===== src/rtl/qr_givens_sequencer_pkg.sv =====
// Shared constants, state encoding and op payload type for the Givens QR sequencer.
package qr_givens_sequencer_pkg;

    localparam int unsigned N_DEF       = 6;
    localparam int unsigned IDX_W_DEF   = 3;
    localparam int unsigned MAX_OUT_DEF = 4;
    localparam int unsigned NUM_PAIRS   = N_DEF * (N_DEF - 1) / 2;

    typedef enum logic [2:0] {
        IDLE,
        VEC_ISSUE,
        VEC_WAIT,
        ROT_ISSUE,
        DRAIN,
        DONE
    } state_t;

    // One rotation op as seen on the datapath interface.
    typedef struct packed {
        logic                 vec;
        logic [IDX_W_DEF-1:0] i;
        logic [IDX_W_DEF-1:0] j;
        logic [IDX_W_DEF-1:0] k;
    } op_t;

endpackage


===== src/rtl/qr_givens_sequencer_pair_index_gen.sv =====
// (i, j, k) index counters for the Givens sweep: pairs in row-major upper
// triangle order, rotation columns ascending with the pivot column skipped.
module qr_pair_index_gen
    import qr_givens_sequencer_pkg::*;
#(
    parameter int unsigned N     = N_DEF,
    parameter int unsigned IDX_W = IDX_W_DEF
) (
    input  logic             clk,
    input  logic             rst_n,
    input  logic             i_load,
    input  logic             i_k_first,
    input  logic             i_k_adv,
    input  logic             i_pair_adv,
    output logic [IDX_W-1:0] o_i,
    output logic [IDX_W-1:0] o_j,
    output logic [IDX_W-1:0] o_k,
    output logic             o_last_k_c,
    output logic             o_last_pair_c
);

    localparam int unsigned CW = IDX_W + 1;

    logic [IDX_W-1:0] r_i;
    logic [IDX_W-1:0] r_j;
    logic [IDX_W-1:0] r_k;
    logic [CW-1:0]    w_k_inc;
    logic [CW-1:0]    w_k_step;

    // Next rotation column: k+1, hopping over the pivot column i.
    always_comb begin
        w_k_inc  = CW'(r_k) + CW'(1);
        w_k_step = w_k_inc;
        if (w_k_inc == CW'(r_i)) begin
            w_k_step = w_k_inc + CW'(1);
        end
    end

    assign o_last_k_c    = (w_k_step >= CW'(N));
    assign o_last_pair_c = (r_i == IDX_W'(N - 2)) && (r_j == IDX_W'(N - 1));
    assign o_i           = r_i;
    assign o_j           = r_j;
    assign o_k           = r_k;

    // Counter update; a pair advance points k at the new pivot for the vectoring op.
    always_ff @(posedge clk or negedge rst_n) begin
        if (!rst_n) begin
            r_i <= '0;
            r_j <= '0;
            r_k <= '0;
        end else if (i_load) begin
            r_i <= '0;
            r_j <= IDX_W'(1);
            r_k <= '0;
        end else if (i_pair_adv) begin
            if (r_j == IDX_W'(N - 1)) begin
                r_i <= r_i + IDX_W'(1);
                r_j <= r_i + IDX_W'(2);
                r_k <= r_i + IDX_W'(1);
            end else begin
                r_j <= r_j + IDX_W'(1);
                r_k <= r_i;
            end
        end else if (i_k_first) begin
            r_k <= (r_i == '0) ? IDX_W'(1) : '0;
        end else if (i_k_adv) begin
            r_k <= w_k_step[IDX_W-1:0];
        end
    end

endmodule


===== src/rtl/qr_givens_sequencer.sv =====
// Sequencer for a shared Givens-rotation datapath over a full NxN QR sweep:
// issues one (i,j,k) op per cycle, tracks ops in flight and enforces the
// angle-before-rotate and pair-to-pair hazards.
module qr_givens_sequencer
    import qr_givens_sequencer_pkg::*;
#(
    parameter int unsigned N       = N_DEF,
    parameter int unsigned IDX_W   = IDX_W_DEF,
    parameter int unsigned MAX_OUT = MAX_OUT_DEF
) (
    input  logic             clk,
    input  logic             rst_n,
    input  logic             start,
    input  logic             abort,
    output logic             busy,
    output logic             done,
    output logic             op_valid,
    input  logic             op_ready,
    output logic             op_vec,
    output logic [IDX_W-1:0] op_i,
    output logic [IDX_W-1:0] op_j,
    output logic [IDX_W-1:0] op_k,
    input  logic             wb_valid,
    output logic             err
);

    localparam int unsigned OUT_W = $clog2(MAX_OUT + 1);

    state_t           r_state;
    state_t           w_state_next;
    logic [OUT_W-1:0] r_outstanding;
    logic [OUT_W-1:0] w_out_next;
    logic             r_busy;
    logic             r_done;
    logic             r_op_valid;
    logic             r_op_vec;
    logic             r_err;
    logic             w_busy_next;
    logic             w_done_next;
    logic             w_valid_next;
    logic             w_vec_next;
    logic             w_err_next;
    logic             w_accept;
    logic             w_load;
    logic             w_k_first;
    logic             w_k_adv;
    logic             w_pair_adv;
    logic             w_last_k;
    logic             w_last_pair;
    logic             w_full;

    assign w_accept = r_op_valid & op_ready;
    assign w_full   = (r_outstanding == OUT_W'(MAX_OUT));

    qr_pair_index_gen #(
        .N     (N),
        .IDX_W (IDX_W)
    ) u_idx (
        .clk           (clk),
        .rst_n         (rst_n),
        .i_load        (w_load),
        .i_k_first     (w_k_first),
        .i_k_adv       (w_k_adv),
        .i_pair_adv    (w_pair_adv),
        .o_i           (op_i),
        .o_j           (op_j),
        .o_k           (op_k),
        .o_last_k_c    (w_last_k),
        .o_last_pair_c (w_last_pair)
    );

    // Ops in flight: +1 on accept, -1 on retire; wiped on abort and in IDLE.
    always_comb begin
        w_out_next = r_outstanding;
        if (abort || (r_state == IDLE)) begin
            w_out_next = '0;
        end else if (w_accept && !wb_valid) begin
            if (!w_full) begin
                w_out_next = r_outstanding + OUT_W'(1);
            end
        end else if (!w_accept && wb_valid) begin
            if (r_outstanding != '0) begin
                w_out_next = r_outstanding - OUT_W'(1);
            end
        end
    end

    // Sticky protocol error: retire with nothing in flight, or accept when full.
    always_comb begin
        w_err_next = r_err;
        if (r_state != IDLE) begin
            if ((wb_valid && (r_outstanding == '0) && !w_accept) || (w_accept && w_full)) begin
                w_err_next = 1'b1;
            end
        end
    end

    // Next state, index-counter strobes and registered output values.
    always_comb begin
        w_state_next = r_state;
        w_load       = 1'b0;
        w_k_first    = 1'b0;
        w_k_adv      = 1'b0;
        w_pair_adv   = 1'b0;
        case (r_state)
            IDLE: begin
                if (start) begin
                    w_state_next = VEC_ISSUE;
                    w_load       = 1'b1;
                end
            end
            VEC_ISSUE: begin
                if (w_accept) begin
                    w_state_next = VEC_WAIT;
                end
            end
            VEC_WAIT: begin
                if (wb_valid) begin
                    w_state_next = ROT_ISSUE;
                    w_k_first    = 1'b1;
                end
            end
            ROT_ISSUE: begin
                if (w_accept) begin
                    if (w_last_k) begin
                        w_state_next = DRAIN;
                    end else begin
                        w_k_adv = 1'b1;
                    end
                end
            end
            DRAIN: begin
                if (w_out_next == '0) begin
                    if (w_last_pair) begin
                        w_state_next = DONE;
                    end else begin
                        w_state_next = VEC_ISSUE;
                        w_pair_adv   = 1'b1;
                    end
                end
            end
            DONE: begin
                w_state_next = IDLE;
            end
            default: begin
                w_state_next = IDLE;
            end
        endcase

        if (abort) begin
            w_state_next = IDLE;
            w_load       = 1'b0;
            w_k_first    = 1'b0;
            w_k_adv      = 1'b0;
            w_pair_adv   = 1'b0;
        end

        w_valid_next = ((w_state_next == VEC_ISSUE) || (w_state_next == ROT_ISSUE))
                       && (w_out_next < OUT_W'(MAX_OUT));
        w_vec_next   = (w_state_next == VEC_ISSUE);
        w_busy_next  = (w_state_next != IDLE);
        w_done_next  = (r_state == DONE) && !abort;
    end

    // State and output registers.
    always_ff @(posedge clk or negedge rst_n) begin
        if (!rst_n) begin
            r_state       <= IDLE;
            r_outstanding <= '0;
            r_busy        <= 1'b0;
            r_done        <= 1'b0;
            r_op_valid    <= 1'b0;
            r_op_vec      <= 1'b0;
            r_err         <= 1'b0;
        end else begin
            r_state       <= w_state_next;
            r_outstanding <= w_out_next;
            r_busy        <= w_busy_next;
            r_done        <= w_done_next;
            r_op_valid    <= w_valid_next;
            r_op_vec      <= w_vec_next;
            r_err         <= w_err_next;
        end
    end

    assign busy     = r_busy;
    assign done     = r_done;
    assign op_valid = r_op_valid;
    assign op_vec   = r_op_vec;
    assign err      = r_err;

endmodule


===== config.mk =====
export PLATFORM = sky130hd
export DESIGN_NAME = qr_givens_sequencer
export DESIGN_NICKNAME = d
export VERILOG_FILES = /design/src/rtl/qr_givens_sequencer_pkg.sv /design/src/rtl/qr_givens_sequencer_pair_index_gen.sv /design/src/rtl/qr_givens_sequencer.sv
export SDC_FILE = /design/constraint.sdc
export NUM_CORES = 1
export LEC_CHECK = 0
export ABC_AREA = 0
export CELL_PAD_IN_SITES_DETAIL_PLACEMENT = 1
export CELL_PAD_IN_SITES_GLOBAL_PLACEMENT = 1
export CORE_UTILIZATION = 40
export CTS_BUF_LIST = sky130_fd_sc_hd__clkbuf_16
export CTS_CLUSTER_SIZE = 14
export DETAILED_ROUTE_END_ITERATION = 7
export PLACE_DENSITY_LB_ADDON = 0.1
export SLEW_MARGIN = 0
export SYNTH_ARGS = -nofsm -noshare
export SYNTH_HDL_FRONTEND = slang
export SYNTH_SLANG_ARGS = --single-unit

===== constraint.sdc =====
create_clock -name clk -period 7.1 [get_ports clk]
set_input_delay 2.13 -clock clk [delete_from_list [all_inputs] [get_ports clk]]
set_output_delay 2.13 -clock clk [all_outputs]
set_load 0.05 [all_outputs]

# == Yosys cells after proc, flatten, opt, wreduce, memory -nomap -nowiden ==
# Cells that the tools add are included.
# word_totals
reg_bits,20
inputBits,6
wordCells,95
# op_classes
add_sub_neg,7
n_lt_le_gt_ge,2
n_eq_ne,11
n_mux,40
bitwise,1
reduce_logical,24
# ops
cell,count
$mux W3,23
$eq A3 B3 Y1 const B,5
$mux W1,15
$pmux W3 S5,1
$logic_not A3 Y1,4
$add A3 B1 Y3 const B,3
$eq A3 B2 Y1 const B,3
$reduce_bool A3 Y1,3
$logic_and A1 B1 Y1,8
$eq A3 B1 Y1 const B,2
$add A3 B1 Y4 const B,1
$add A4 B1 Y4 const B,1
$eq A4 B3 Y1,1
$ge A4 B3 Y1 const B,1
$mux W4,1
$reduce_bool A4 Y1,1
$add A3 B2 Y3 const B,1
$logic_not A1 Y1,3
$logic_or A1 B1 Y1,3
$lt A3 B3 Y1 const B,1
$sub A3 B1 Y3 const B,1
$reduce_and A2 Y1,1
$reduce_bool A2 Y1,1
$and A1 B1 Y1,1

# == Logic depth before layout (Yosys ltp) ==
# Gate-level depths: netlist (run 1).
# logic_depth
depth_word,13
mapped_depth,11
ltp_nobuf,9

# == Modules after synthesis ==
# A second synthesis (run 1) with hierarchy kept.
# hier_totals
hier_cells,187
area_unflattened_um2,1657.8
# modules_own_cells
mod,instances,cells_each,area_per_inst_um2,seq_area_each_um2
qr_pair_index_gen,1,100,883.3,225.2
qr_givens_sequencer,1,87,774.5,275.3

# == Worst setup path before layout (run 1) ==
# No wires, ideal clock.
# synth_path
path_type,input -> register
startpoint,in op_ready
endpoint,"reg u_idx.r_i[2], in the netlist u_idx.o_i[2]"
arrival_ps,4025
required_time_ps,6971
setup_slack_ps,2945
stages,10
path_buffers,3
cell_sequence,buf_6 a21bo_2 a32oi_1 mux2i_1 o211ai_2 or4_1 buf_2 buf_2 o211ai_1 o31ai_1
# synth_between
elab_chain_cells,11
elab_cells_between_ends,12
# synth_rtl
element,line_no,rtl
from (decl),qr_givens_sequencer.sv:18,"input logic op_ready,"
$and A1 B1 Y1 (*),qr_givens_sequencer.sv:52,assign w_accept = r_op_valid & op_ready;
$logic_not A1 Y1,qr_givens_sequencer.sv:81,end else if (!w_accept && wb_valid) begin
$logic_and A1 B1 Y1,qr_givens_sequencer.sv:81,
$mux W3,qr_givens_sequencer.sv:81,
$mux W3 (*),qr_givens_sequencer.sv:77,end else if (w_accept && !wb_valid) begin
$mux W3 (*),qr_givens_sequencer.sv:75,if (abort || (r_state == IDLE)) begin
$logic_not A3 Y1 (*),qr_givens_sequencer.sv:133,if (w_out_next == '0) begin
$mux W1 (*),qr_givens_sequencer.sv:133,
$mux W1 (*),qr_givens_sequencer.sv:105,case (r_state)
$mux W1 (*),qr_givens_sequencer.sv:150,if (abort) begin
$reduce_bool A2 Y1 (no line) (*),n/a,
to (signal assigned),qr_givens_sequencer_pair_index_gen.sv:57,r_i <= r_i + IDX_W'(1);
to (decl),qr_givens_sequencer_pair_index_gen.sv:24,logic [IDX_W-1:0] r_i;
# Every way passes the cells marked *; elsewhere a longest branch is shown, timed or not.
# A chain may end at the register's enable or synchronous reset.

# == Final worst setup path (run 1) ==
# layout_path
startpoint,in wb_valid
endpoint,"reg u_idx.r_j[2], in the netlist u_idx.o_j[2]"
# layout_between
elab_chain_cells,9
elab_cells_between_ends,11
# layout_rtl
element,line_no,rtl
from (decl),qr_givens_sequencer.sv:23,"input logic wb_valid,"
$logic_and A1 B1 Y1 / $logic_not A1 Y1 (equally long branches),"qr_givens_sequencer.sv:81, qr_givens_sequencer.sv:77",
$mux W3 / $logic_and A1 B1 Y1 (equally long branches),"qr_givens_sequencer.sv:81, qr_givens_sequencer.sv:77",
$mux W3 (*),qr_givens_sequencer.sv:77,
$mux W3 (*),qr_givens_sequencer.sv:75,
$logic_not A3 Y1 (*),qr_givens_sequencer.sv:133,
$mux W1 (*),qr_givens_sequencer.sv:133,
$mux W1 (*),qr_givens_sequencer.sv:105,
$mux W1 (*),qr_givens_sequencer.sv:150,
$reduce_bool A2 Y1 (no line) (*),n/a,
to (signal assigned),qr_givens_sequencer_pair_index_gen.sv:58,r_j <= r_i + IDX_W'(2);
to (signal assigned),qr_givens_sequencer_pair_index_gen.sv:61,r_j <= r_j + IDX_W'(1);
to (decl),qr_givens_sequencer_pair_index_gen.sv:25,logic [IDX_W-1:0] r_j;
# Marks and branches as above.

==> metrics, run 1 <==
Synth Flop Type=dfrtp_1; IO Pins=20; first-pass GRT wire length=between 6000 and 7000 um; share of cells above drive strength 1=9.52%; adder-cell share of the synthesized area=between 7 and 8%; RSZ-0062 raised after global routing=false; hold_buf cts=0; Rel. slew slack=37.5%; CP Launch Type=primary input; mux cell area share after synthesis=5.14%; most frequent cell after synthesis=dfrtp_1; EDFF count, synth=0; setup TNS=0 ns; Worst Tran Pin Value=0.934 ns; vias in the first global route=about 1400; crit path kind=in -> reg; Layout area overhead=15.7%; total wire length=3940 um; Psw=~0.076 mW; GRT Total Usage=20.5%; Synth top area share=between 30% and 40%; detailed-route DRC error count=0; n_diodes=0; CTS resizes=0; Synth Area in XOR/XNOR=5.77%; Seq/Total Area, Yosys=just over 30%; Logic pwr share=16.3%; slowest stage cell, crit path=or4_1; Setup crit end kind=flop; Avg WL per Cell=16.6 um; VDD IR-drop max=0.0889 mV; Starting Density=42.9%; Post-Syn Nets=194; initial antenna violation count=0; sequential power share=43.3%; Iter 0 DRT Violations=53; largest net degree at the start of global routing=21; fin nets=206; clk sink count=20; CTS max path bufs=2; PwrDens=approximately 150 nW/um2; DP HPWL=2920 um; Synth Area in Simple Gates=24.0%; GPL Wtd Cong=0.783; Core Area=3740 um2; worst path required time=7.27 ns; via density per instance=around 5.7; CTS tree=built; period utilisation layout=68.7%; die height=65.4 um; Period minus WS final=between 4 and 5 ns; cell taking the most area after synthesis=dfrtp_1; Hold Vio Cnt, Final=0; synth warn=0; fin area=1860 um2; Placed Area=1780 um2; synth cell count leaders=dfrtp_1, nand2_1, nor2_1; r2r worst-path depth=9; remaining antenna violation count=0; placed cell count=234; CTS buffer count=3; Die Span X=65.4 um; Worst R2R Setup Slack=4.19 ns; Pleak=0.789 nW; maxcap violations=0; # rows=22; 1st-pass router iterations=4; Hold Crit Class=reg -> reg; CP peak stage delay=0.76 ns; endpoints failing setup=0; Max Freq=a little over 200 MHz; Buffers on Ports=19; Clock Skews=roughly 0.0052 ns; Clock power frac=40.4%; Synth Register Bits=20; postcts setup bufs=0; Skew-Pair Late Insertion Delay=about 0.25 ns; main combinational cell family by area after synthesis=simple AND/OR/NAND/NOR gates; Root Driver=clkbuf_16; async set-reset flop share out of synthesis=100%; Synth area leaders=dfrtp_1, ha_1, mux2i_1; crit path DAT=5.05 ns; Mapped Area=~1600 um2; critical path fanouts, max=15; total number of vias=1342; switching fraction of total power=a little over a quarter; die footprint=4270 um2; Int Pwr=0.209 mW; Cells after Synth=179; final std cells w/o fill=237; hold depth=1; clk slew on worst S/H paths=0.06 ns; total grt overflow=0; area fraction in compound gates after synthesis=roughly 20%; H-tree depth=1; Fin Hold WS=~0.47 ns; Yosys cell types=50; status=completed; synthesized area per cell=around 9 um2; Slew Limit Fails=0; CP cell instances=clkdlybuf4s50_1 -> a21bo_2 -> a32oi_1 -> mux2i_1 -> o211ai_2 -> or4_1 -> or3b_1 -> a21oi_1
[per-stage QoR]
stage,util [%],power [mW],setup slack (ns)
5_1_grt,49.6,0.298,2.03
2_1_floorplan,-,0.157,2.95
3_5_place_dp,47.6,0.172,1.98
4_1_cts,49.6,0.289,2.24
3_3_place_gp,47.6,0.170,2.12
6_report,49.6,0.285,2.22
[cell type report]
cell class,instances,area (um2)
clock buffer,3,75.1
fill,444,1890
inverter,10,37.5
multi-input combinational,137,995
sequential,20,500
tap,48,60.1
timing repair buffer,19,190
[final timing paths]
path / start / to
hold / removal: err$_DFFE_PN0P_ / err$_DFFE_PN0P_
hold reg to reg: err$_DFFE_PN0P_ / err$_DFFE_PN0P_
setup reg to reg: r_outstanding[1]$_DFF_PN0_ / u_idx.o_j[2]$_DFFE_PN0P_
min in group asynchronous: rst_n / r_state[2]$_DFF_PN0_
max in group asynchronous: rst_n / r_outstanding[0]$_DFF_PN0_
setup / recovery: wb_valid / u_idx.o_j[2]$_DFFE_PN0P_
[layout by cell type, fill, tap and decap left out, types with 5 or more instances in the layout]
master,Yosys,layout
dfrtp_1,20,20
clkdlybuf4s50_1,0,19
nand2_1,14,14
nor2_1,14,14
o21ai_0,11,11
inv_1,10,10
ha_1,9,9
a21oi_1,7,7
mux2i_1,6,6
xnor2_1,6,6
nand2b_1,5,5
[power by group through the flow]
stage	Combinational [mW]	Sequential [mW]	Clock (mW)
after floorplan	0.0278	0.130	0
after global placement	0.0456	0.125	0
after detailed placement	0.0465	0.125	0
after CTS	0.0469	0.123	0.119
after global routing	0.0508	0.124	0.124
final	0.0465	0.123	0.115
[cell families (layout without fill, tap and decap cells)]
group           count (synthesis)  in the layout
flops                          20             20
fa+ha+maj                       9              9
xor+xnor                        9              9
simple gates                   67             67
buf+inv                        22             32
mux                             8              8
compound gates                 44             44
[per-layer routing]
metal  track usage [%]  part of all wire (%)  vias to the layer above
met4              6.52                   1.1                        0
met1              27.8                    51                      669
met3              2.08                   1.6                        4
met5                 0                     0                        -
li1                  -                     -                      655
met2              34.1                    46                       14
[state kept, by name (all words and copies together) (netlist names)]
name and count:
r_outstanding 3, r_state 3, u_idx.o_i 3, u_idx.o_j 3
u_idx.o_k 3, busy 1, done 1, err 1
op_valid 1, op_vec 1
[worst max-delay path, delay by kind of cell]
| kind | cells | cell delay, ns |
|---|---|---|
| AO/OA/AOI/OAI | 4 | 0.73 |
| buffers and inverters | 1 | 0.67 |
| multiplexers | 1 | 0.30 |
| AND/OR/NAND/NOR | 2 | 1.21 |
Power figures use the tool's default switching activity.
==> inputs of run 2 (changes only) <==
==> constraint.sdc (replaced) <==
create_clock -name clk -period 4.85 [get_ports clk]
set_input_delay 1.455 -clock clk [delete_from_list [all_inputs] [get_ports clk]]
set_output_delay 1.455 -clock clk [all_outputs]
set_load 0.05 [all_outputs]
==> run 2 against run 1 <==
Effect of this change: global-route usage is essentially flat; first-iteration DRC count grew 15%; cell area grew 0.20%; routed wire length shrank 0.43%; via count grew 1.2%; sequential share of layout area shrank 0.054 points; hold slack gained 0.0011 ns; count of clock-buffer cells in the layout is the same; sequential power grew 46%; combinational power grew 47%; critical endpoint is now u_idx.o_i[1]$_DFFE_PN0P_; highest routed layer unchanged.
==> metrics, run 2 (synthesis gave the netlist of run 1 again) <==
endpoints failing setup=0 (unchanged); die height=65.4 um (unchanged); PwrDens=227 nW/um2 (+48%); # rows=22 (unchanged); total grt overflow=0 (unchanged); IO Pins=20 (unchanged); crit path DAT=4.42 ns (-0.63 ns); CTS max path bufs=2 (unchanged); Skew-Pair Late Insertion Delay=0.25 ns (about the same); CTS resizes=0 (unchanged); CP endpoint=u_idx.o_i[1]$_DFFE_PN0P_; CP top delay family=compound AO/OA/AOI/OAI gates; Buffers on Ports=19 (unchanged); launch point of the worst reg-to-reg path=r_outstanding[0]$_DFF_PN0_; Worst R2R Setup Slack=1.92 ns (-2.27 ns); first-pass GRT wire length=6690 um (-0.71%); fin nets=206 (unchanged); Slew Limit Fails=0 (unchanged); CP cell instances=clkdlybuf4s50_1 -> a21bo_2 -> a32oi_1 -> mux2i_1 -> o211ai_2 -> or4_1 -> a221oi_1 -> a31o_2; detailed-route DRC error count=0 (unchanged); share of cells above drive strength 1=9.47% (-0.050 points); Critical path origin=wb_valid; maxcap violations=0 (unchanged); Hold Crit Class=reg -> reg; Buf/Inv on CP=1 (unchanged); DP HPWL=2900 um (-0.43%); period utilisation layout=87.2%; slowest stage cell, crit path=or4_1; worst path required time=5.04 ns (-2.23 ns); clk sink count=20 (unchanged); Die Span X=65.4 um (unchanged); status=completed; setup TNS=0 ns (unchanged); H-tree depth=1 (unchanged); CTS tree=built; Iter 0 DRT Violations=61 (+15%); Pleak=0.790 nW (+0.20%); die footprint=4270 um2 (unchanged); commonest cells after routing, fill and taps aside=dfrtp_1, clkdlybuf4s50_1, nand2_1, nor2_1, o21ai_0; fin area=1860 um2 (+0.20%); placed cell count=234 (unchanged); CTS buffer count=3 (unchanged); Avg WL per Cell=16.5 um (-0.85%); total number of vias=1358 (+1.2%); Power Total=0.423 mW (+48%); Reg-to-Reg End=u_idx.o_i[1]$_DFFE_PN0P_; Clock Skews=0.00490 ns (-0.000304 ns); Core Area=3740 um2 (unchanged); postcts setup bufs=0 (unchanged); Rel. slew slack=34.9% (-2.6 points); Root Driver=clkbuf_16; Worst Tran Pin Value=0.973 ns (+0.0389 ns); # fillers=464 (+4.5%); remaining antenna violation count=0 (unchanged); Placed Area=1780 um2 (unchanged); commonest non-fill, non-tap cell in the layout=dfrtp_1; total wire length=3920 um (-0.43%); Fin Hold WS=0.472 ns (+0.00111 ns); critical path fanouts, max=15 (unchanged); via density per instance=5.71 (+0.77%); Max Freq=236 MHz; Setup crit end kind=flop; RSZ-0062 raised after global routing=false; hold_buf cts=0 (unchanged); Starting Density=42.9% (unchanged); Period minus WS final=around 4.2 ns; Layout area overhead=16.0%; vias in the first global route=1399 (+2.3%); VDD IR-drop max=0.128 mV (+44%); CP peak stage delay=0.75 ns (about the same); n_diodes=0 (unchanged); CP Launch Type=primary input; clk slew on worst S/H paths=0.06 ns (about the same); CP Depth=8 (unchanged); 1st-pass router iterations=4 (unchanged); initial antenna violation count=0 (unchanged); final std cells w/o fill=238 (+0.42%); GRT Total Usage=20.5% (about the same); crit path kind=in -> reg; Hold Vio Cnt, Final=0 (unchanged); largest net degree at the start of global routing=21 (unchanged); GPL Wtd Cong=0.783 (unchanged); r2r worst-path depth=9 (unchanged)
[run 2: changes by cell type in the layout (fill, tap and decap cells not counted), sizes merged]
| cell | before | now |
|---|---|---|
| clkinv | 0 | 1 |
[run 2: metal layers]
layer / track usage [%] / part of all wire, % / routed length (um)
met5: 0 / 0 / 0
met4: 6.52 / 0.89 / 35
met3: 2.08 / 1.8 / 72
met2: 35.4 / 48 / 1900
met1: 26.7 / 49 / 1910
[run 2: final cells by class]
type | instances | area (um2) | area share [%]
Clock inverter | 1 | 3.75 | 0.202
Sequential cell | 20 | 500 | 26.9
Timing Repair Buffer | 19 | 190 | 10.2
Inverter | 10 | 37.5 | 2.02
Tap cell | 48 | 60.1 | 3.23
Multi-Input combinational cell | 137 | 995 | 53.4
Clock buffer | 3 | 75.1 | 4.03
[run 2: through the flow]
step	util [%]	worst slack, ns
3_5_place_dp	47.6	0.405
2_1_floorplan	-	1.37
5_1_grt	49.7	0.471
3_3_place_gp	47.6	0.545
6_report	49.7	0.619
4_1_cts	49.7	0.630
[run 2: worst min path at each step]
stage,start,end,cells past startpoint
6_report,err$_DFFE_PN0P_,err$_DFFE_PN0P_,1
5_1_grt,err$_DFFE_PN0P_,err$_DFFE_PN0P_,1
4_1_cts,err$_DFFE_PN0P_,err$_DFFE_PN0P_,1
3_5_place_dp,err$_DFFE_PN0P_,err$_DFFE_PN0P_,1
3_3_place_gp,err$_DFFE_PN0P_,err$_DFFE_PN0P_,1
2_1_floorplan,r_state[0]$_DFF_PN0_,busy$_DFF_PN0_,2
[run 2: power by group]
part	leakage, nW	total, mW	internal (mW)	switching [mW]
clock	0.0385	0.174	0.110	0.0641
combinational	0.489	0.0683	0.0262	0.0421
sequential	0.263	0.180	0.171	0.00897
